--- src/rtl/flappy_pkg.sv ---
// Shared bird/playfield definitions: state encoding, bus widths and default physics
// constants used by motion, renderer and collision blocks.
package flappy_pkg;

  typedef enum logic [1:0] {
    IDLE   = 2'd0,
    FLYING = 2'd1,
    DEAD   = 2'd2
  } bird_state_t;

  localparam int Y_W      = 10;
  localparam int V_W      = 8;
  localparam int Y_START  = 240;
  localparam int Y_MIN    = 0;
  localparam int Y_MAX    = 440;
  localparam int GRAVITY  = 1;
  localparam int FLAP_VEL = -8;
  localparam int VEL_MAX  = 10;

endpackage

--- src/rtl/bird_motion_if.sv ---
// Bird motion control/status bundle: event pulses in, registered position/state out.
interface bird_motion_if #(
  parameter int Y_W = flappy_pkg::Y_W,
  parameter int V_W = flappy_pkg::V_W
);

  logic                  flap_pulse;
  logic                  frame_tick;
  logic                  hit;
  logic                  restart;
  logic [Y_W-1:0]        bird_y;
  logic signed [V_W-1:0] bird_vel;
  logic [1:0]            state;
  logic                  dead;

  modport master (
    output flap_pulse, frame_tick, hit, restart,
    input  bird_y, bird_vel, state, dead
  );

  modport slave (
    input  flap_pulse, frame_tick, hit, restart,
    output bird_y, bird_vel, state, dead
  );

endinterface

--- src/rtl/bird_motion.sv ---
// Vertical-motion engine: integrates gravity and flap impulse once per frame tick,
// clamps to ceiling/ground, and tracks IDLE/FLYING/DEAD. All outputs registered.
module bird_motion
  import flappy_pkg::*;
#(
  parameter int Y_W      = flappy_pkg::Y_W,
  parameter int V_W      = flappy_pkg::V_W,
  parameter int Y_START  = flappy_pkg::Y_START,
  parameter int Y_MIN    = flappy_pkg::Y_MIN,
  parameter int Y_MAX    = flappy_pkg::Y_MAX,
  parameter int GRAVITY  = flappy_pkg::GRAVITY,
  parameter int FLAP_VEL = flappy_pkg::FLAP_VEL,
  parameter int VEL_MAX  = flappy_pkg::VEL_MAX
) (
  input  logic         clk,
  input  logic         rst_n,
  bird_motion_if.slave bus
);

  localparam logic [Y_W-1:0]        L_YSTART = Y_W'(Y_START);
  localparam logic signed [V_W:0]   L_GRAV   = (V_W+1)'(GRAVITY);
  localparam logic signed [V_W:0]   L_VMAX   = (V_W+1)'(VEL_MAX);
  localparam logic signed [V_W-1:0] L_FLAP   = V_W'(FLAP_VEL);
  localparam logic signed [Y_W+1:0] L_YMIN   = (Y_W+2)'(Y_MIN);
  localparam logic signed [Y_W+1:0] L_YMAX   = (Y_W+2)'(Y_MAX);

  typedef struct packed {
    logic                  died;
    logic [Y_W-1:0]        y;
    logic signed [V_W-1:0] v;
  } step_t;

  // One frame of physics; velocity is widened by one bit so the gravity add
  // cannot wrap before the terminal-velocity clamp.
  function automatic step_t frame_step(input logic [Y_W-1:0]        y,
                                       input logic signed [V_W-1:0] v,
                                       input logic                  flap);
    step_t                 s;
    logic signed [V_W:0]   v_inc;
    logic signed [V_W-1:0] v_new;
    logic signed [Y_W+1:0] y_new;
    v_inc = (V_W+1)'(v) + L_GRAV;
    if (flap)
      v_new = L_FLAP;
    else if (v_inc > L_VMAX)
      v_new = L_VMAX[V_W-1:0];
    else
      v_new = v_inc[V_W-1:0];
    y_new  = $signed({2'b00, y}) + (Y_W+2)'(v_new);
    s.died = 1'b0;
    if (y_new <= L_YMIN) begin
      s.y = L_YMIN[Y_W-1:0];
      s.v = '0;
    end else if (y_new >= L_YMAX) begin
      s.y    = L_YMAX[Y_W-1:0];
      s.v    = '0;
      s.died = 1'b1;
    end else begin
      s.y = y_new[Y_W-1:0];
      s.v = v_new;
    end
    return s;
  endfunction

  bird_state_t           r_state;
  logic [Y_W-1:0]        r_y;
  logic signed [V_W-1:0] r_vel;
  logic                  r_flap_pend;
  logic                  r_dead;

  bird_state_t           w_nx_state;
  logic [Y_W-1:0]        w_nx_y;
  logic signed [V_W-1:0] w_nx_vel;
  logic                  w_nx_pend;
  step_t                 w_step;

  always_comb begin
    w_nx_state = r_state;
    w_nx_y     = r_y;
    w_nx_vel   = r_vel;
    w_nx_pend  = r_flap_pend;
    w_step     = frame_step(r_y, r_vel, r_flap_pend | bus.flap_pulse);
    case (r_state)
      IDLE: begin
        w_nx_y   = L_YSTART;
        w_nx_vel = '0;
        if (bus.flap_pulse) begin
          w_nx_state = FLYING;
          w_nx_pend  = 1'b1;
        end
      end
      FLYING: begin
        if (bus.frame_tick)
          w_nx_pend = 1'b0;
        else
          w_nx_pend = r_flap_pend | bus.flap_pulse;
        // A collision freezes the bird even if a frame update lands on the same edge.
        if (bus.hit) begin
          w_nx_state = DEAD;
        end else if (bus.frame_tick) begin
          w_nx_y   = w_step.y;
          w_nx_vel = w_step.v;
          if (w_step.died)
            w_nx_state = DEAD;
        end
      end
      DEAD: begin
        w_nx_pend = 1'b0;
        if (bus.restart) begin
          w_nx_state = IDLE;
          w_nx_y     = L_YSTART;
          w_nx_vel   = '0;
        end
      end
      default: begin
        w_nx_state = IDLE;
        w_nx_y     = L_YSTART;
        w_nx_vel   = '0;
        w_nx_pend  = 1'b0;
      end
    endcase
  end

  always_ff @(posedge clk or negedge rst_n) begin
    if (!rst_n) begin
      r_state     <= IDLE;
      r_y         <= L_YSTART;
      r_vel       <= '0;
      r_flap_pend <= 1'b0;
      r_dead      <= 1'b0;
    end else begin
      r_state     <= w_nx_state;
      r_y         <= w_nx_y;
      r_vel       <= w_nx_vel;
      r_flap_pend <= w_nx_pend;
      r_dead      <= (w_nx_state == DEAD);
    end
  end

  assign bus.bird_y   = r_y;
  assign bus.bird_vel = r_vel;
  assign bus.state    = r_state;
  assign bus.dead     = r_dead;

endmodule

--- src/flat_wrapper.sv ---
// flat-port wrapper written by rule: the top's interface ports become plain ports
module bird_motion_flat import flappy_pkg::*;
#(
  parameter int Y_W      = flappy_pkg::Y_W,
  parameter int V_W      = flappy_pkg::V_W,
  parameter int Y_START  = flappy_pkg::Y_START,
  parameter int Y_MIN    = flappy_pkg::Y_MIN,
  parameter int Y_MAX    = flappy_pkg::Y_MAX,
  parameter int GRAVITY  = flappy_pkg::GRAVITY,
  parameter int FLAP_VEL = flappy_pkg::FLAP_VEL,
  parameter int VEL_MAX  = flappy_pkg::VEL_MAX
)
  (clk, rst_n, bus_flap_pulse, bus_frame_tick, bus_hit, bus_restart, bus_bird_y, bus_bird_vel, bus_state, bus_dead);
  bird_motion_if #(.Y_W(Y_W), .V_W(V_W)) bus_i ();
  input  logic clk;
  input  logic rst_n;
  input wire logic [$bits(bus_i.flap_pulse)-1:0] bus_flap_pulse;
  input wire logic [$bits(bus_i.frame_tick)-1:0] bus_frame_tick;
  input wire logic [$bits(bus_i.hit)-1:0] bus_hit;
  input wire logic [$bits(bus_i.restart)-1:0] bus_restart;
  output wire logic [$bits(bus_i.bird_y)-1:0] bus_bird_y;
  output wire logic [$bits(bus_i.bird_vel)-1:0] bus_bird_vel;
  output wire logic [$bits(bus_i.state)-1:0] bus_state;
  output wire logic [$bits(bus_i.dead)-1:0] bus_dead;
  assign bus_i.flap_pulse = bus_flap_pulse;
  assign bus_i.frame_tick = bus_frame_tick;
  assign bus_i.hit = bus_hit;
  assign bus_i.restart = bus_restart;
  assign bus_bird_y = bus_i.bird_y;
  assign bus_bird_vel = bus_i.bird_vel;
  assign bus_state = bus_i.state;
  assign bus_dead = bus_i.dead;
  bird_motion #(.Y_W(Y_W), .V_W(V_W), .Y_START(Y_START), .Y_MIN(Y_MIN), .Y_MAX(Y_MAX), .GRAVITY(GRAVITY), .FLAP_VEL(FLAP_VEL), .VEL_MAX(VEL_MAX)) u_core (.clk(clk), .rst_n(rst_n), .bus(bus_i));
endmodule
--- config.mk ---
export PLATFORM = sky130hd
export DESIGN_NAME = bird_motion_flat
export DESIGN_NICKNAME = d
export VERILOG_FILES = /design/src/rtl/flappy_pkg.sv /design/src/rtl/bird_motion_if.sv /design/src/rtl/bird_motion.sv /design/src/flat_wrapper.sv
export SDC_FILE = /design/constraint.sdc
export NUM_CORES = 1
export LEC_CHECK = 0
export CAP_MARGIN = 25
export CORE_MARGIN = 10
export CORE_UTILIZATION = 45
export DETAILED_ROUTE_END_ITERATION = 10
export GPL_TIMING_DRIVEN = 0
export PLACE_DENSITY = 0.75
export SETUP_SLACK_MARGIN = 0.2
export SYNTH_ARGS = -nofsm -noshare
export SYNTH_HDL_FRONTEND = slang
export SYNTH_SLANG_ARGS = --single-unit
--- constraint.sdc ---
create_clock -name clk -period 7.07 [get_ports clk]
set_clock_uncertainty 0.2 [all_clocks]
set_input_delay 1.414 -clock clk [delete_from_list [all_inputs] [get_ports clk]]
set_output_delay 1.414 -clock clk [all_outputs]
set_load 0.01 [all_outputs]
==> flow_summary.yaml <==
status:
  status: "completed"
routing:
  wl_per_cell_um: 16.59
  drc_errors: 0
  drt-pass1-iter-count: 4
  drt_iter0_markers: 149
  via_per_inst: 6.046
  ant_nets: 0
  vias: 2243
  wirelength_um: 6156
logic_synthesis:
  synth-seq-cells: 22
  syn-num-nets: 292
  avgSynthCellArea_um2: 8.183
  netlist_instances: 272
  synthArstFlopShare: 1.000
  mappedNetlistArea_um2: 2226
  synth.yosys.warnings: 0
  synthFlopType: "dfrtp_1"
  synthTopCellsByArea: "dfrtp_1 20%, ha_1 7.9%, dfstp_2 4.7%"
  yosysSeqAreaShare: 0.2496
  yosys-top-cells-count: "28 x nor2_1, 24 x nand2_1, 18 x dfrtp_1"
  yosys.area.top_type: "dfrtp_1"
  yosysMostFrequentCell: "nor2_1"
  synth_edf_count: 0
  ys_types: 62
  netlist.area_leader.share: 0.2024
cells_and_area:
  layout.nets: 325
  diodes: 0
  layout-drive-gt1-share: 0.1053
  post-route-util: 0.5629
  stdcell_area_um2: 2676
  syn2layout_area_growth_pct: 20.24
timing:
  slew_violations: 0
  fin_ws_ps: 1022
  hold_viol: 0
  fin_crit_sh: 0.8555
  slew_headroom: 0.4063
  setup-violations-final: 0
  tightest_slew_ps: 886.5
  hold-worst-slack_ps: 317.2
  grt_setup_unrepaired: "no"
  setup_tns_ps: 0
  min_period_ps: 6048
  fmax_mhz: 165.3
worst_setup_path:
  start_kind: "register"
  critical_path_class: "register to register"
  required_ps: 7060
  slowest_delay_ps: 610
  rrSetupSlack_ps: 1020
  r2r-start: "u_core.bus.bird_vel[0]$_DFFE_PN0P_"
  path_max_fanout: 10
  r2r-end: "u_core.bus.bird_vel[0]$_DFFE_PN0P_"
  cp.arrival_ps: 6040
  cp_slowest_cell: "o21ai_0"
  cp-end-kind: "register"
  rr_worst_depth: 18
  crit_path_cell_trace: "ha_1 > nand3_1 > nor4b_1 > o32ai_2 > o21ai_0 > and3_1 > inv_1 > ha_1 > clkbuf_1 > and4_1 > nand3_1 > a211oi_1 > o41ai_1 > xnor2_1 > o311ai_4 > or3b_1 > buf_6 > o31ai_4"
cts:
  h-tree-depth: 1
  postCtsSetupRepairBufs: 0
  cts-root-buf: "clkbuf_8"
  path_clk_slew_ps: 90
  cts_hold_buf: 0
  cts_resized: 0
  cts_buffers: 3
  cts_sinks: 22
  cts_tree: "built"
  clk_latency_ps: 270
  clockBufferDepth: 2
floorplanning:
  coreArea_um2: 4755
  rows: 25
  die_area_um2: 8160
  start_util: 0.4682
  die_h_um: 90.33
  pin_count: 27
  die_w_um: 90.33
hold_path:
  hold_path_depth: 1
  worstHoldStart: "u_core.bus.state[1]$_DFF_PN0_"
  min_to: "u_core.r_flap_pend$_DFFE_PN0P_"
  hold_class: "register to register"
grt:
  grt_max_degree: 23
  antenna_found_initial: 0
  grt_pass1_wl_um: 10460
  grt_pass1_vias: 2129
  track_usage: 0.1498
  grt.overflow.total: 0
power_and_ir_drop:
  p_per_area_nw_per_um2: 316.9
  ir_worst_vdd_v: 0.0002066
  p_leak_nw: 1.034
place:
  dpl.hpwl_um: 4959
  gp_congestion: 0.9767
  dp_slack_ps: 1166
  place_area_um2: 2577
  place.port_buffers: 26
run:
  max_cap_viol_count: 0
-- layout by cell type (no fill, tap or decap), drive strengths merged, types with 9 or more instances in the layout --
cell type / synthesis / final
nor2: 28 / 28
clkdlybuf4s50: 0 / 26
nand2: 24 / 24
o21ai: 20 / 20
dfrtp: 18 / 18
inv: 16 / 16
a21oi: 16 / 16
ha: 14 / 14
xnor2: 9 / 9
nand3: 9 / 9
nand4: 9 / 9
clkbuf: 6 / 9
-- per-stage QoR --
step,cells,power (W)
floorplan,272,0.0005745
global placement,365,0.0007070
detailed placement,366,0.0007201
CTS,370,0.0008446
global route,371,0.0009132
finish,371,0.0008480
-- flip-flops by register name (all words and copies together), names as in the netlist --
name,flops
u_core.bus.bird_vel,8
u_core.bus.bird_y,10
u_core.bus.dead,1
u_core.bus.state,2
u_core.r_flap_pend,1
-- cell families after synthesis --
kind of cell    count (synthesis)  synth area share
compound gates                 90            0.3019
xor+xnor                       13           0.05959
fa+ha+maj                      14           0.07870
buf+inv                        25           0.04666
flops                          22            0.2496
mux                             3           0.01405
simple gates                  105            0.2496
-- area by class of cell --
class / instances / area (µm²)
multi-input combinational: 225 / 1567
inverter: 16 / 60.06
sequential: 22 / 555.5
fill: 462 / 2078
clock inverter: 1 / 30.03
clock buffer: 3 / 41.29
tap: 67 / 83.83
timing repair buffer: 28 / 295.3
buffer: 9 / 43.79
-- where the power goes --
part / leakage [nW] / internal (W) / switching [W]
Sequential: 0.288 / 0.000150 / 0.0000201
Clock: 0.0357 / 0.0000757 / 0.0000436
Combinational: 0.711 / 0.000225 / 0.000334
-- per-layer routing --
layer / track usage / share of wire / vias to the layer above
li1: - / - / 1097
met1: 0.1901 / 0.45 / 1074
met2: 0.2391 / 0.46 / 58
met3: 0.03325 / 0.063 / 14
met4: 0.06101 / 0.028 / 0
met5: 0 / 0 / -
-- worst max-delay path: cells and delay by family (launching register included) --
kind,cells,cell delay [ps]
simple gates,6,1840
compound gates,6,1760
fa+ha+maj,2,670
buf+inv,3,580
flops,1,550
xor+xnor,1,360
-- worst max path at each step --
stage	start	to	slack, ps	cells past startpoint
6_report	u_core.bus.bird_vel[0]$_DFFE_PN0P_	u_core.bus.bird_vel[0]$_DFFE_PN0P_	1020	18
2_1_floorplan	u_core.bus.bird_vel[0]$_DFFE_PN0P_	u_core.bus.bird_vel[0]$_DFFE_PN0P_	2000	18
5_1_grt	u_core.bus.bird_vel[0]$_DFFE_PN0P_	u_core.bus.bird_vel[5]$_DFFE_PN0P_	650	18
3_3_place_gp	bus_flap_pulse	u_core.bus.bird_vel[0]$_DFFE_PN0P_	1230	15
4_1_cts	u_core.bus.bird_vel[0]$_DFFE_PN0P_	u_core.bus.bird_vel[0]$_DFFE_PN0P_	1090	18
3_5_place_dp	u_core.bus.bird_vel[0]$_DFFE_PN0P_	u_core.bus.bird_vel[0]$_DFFE_PN0P_	1170	18
Power figures use the tool's default switching activity.
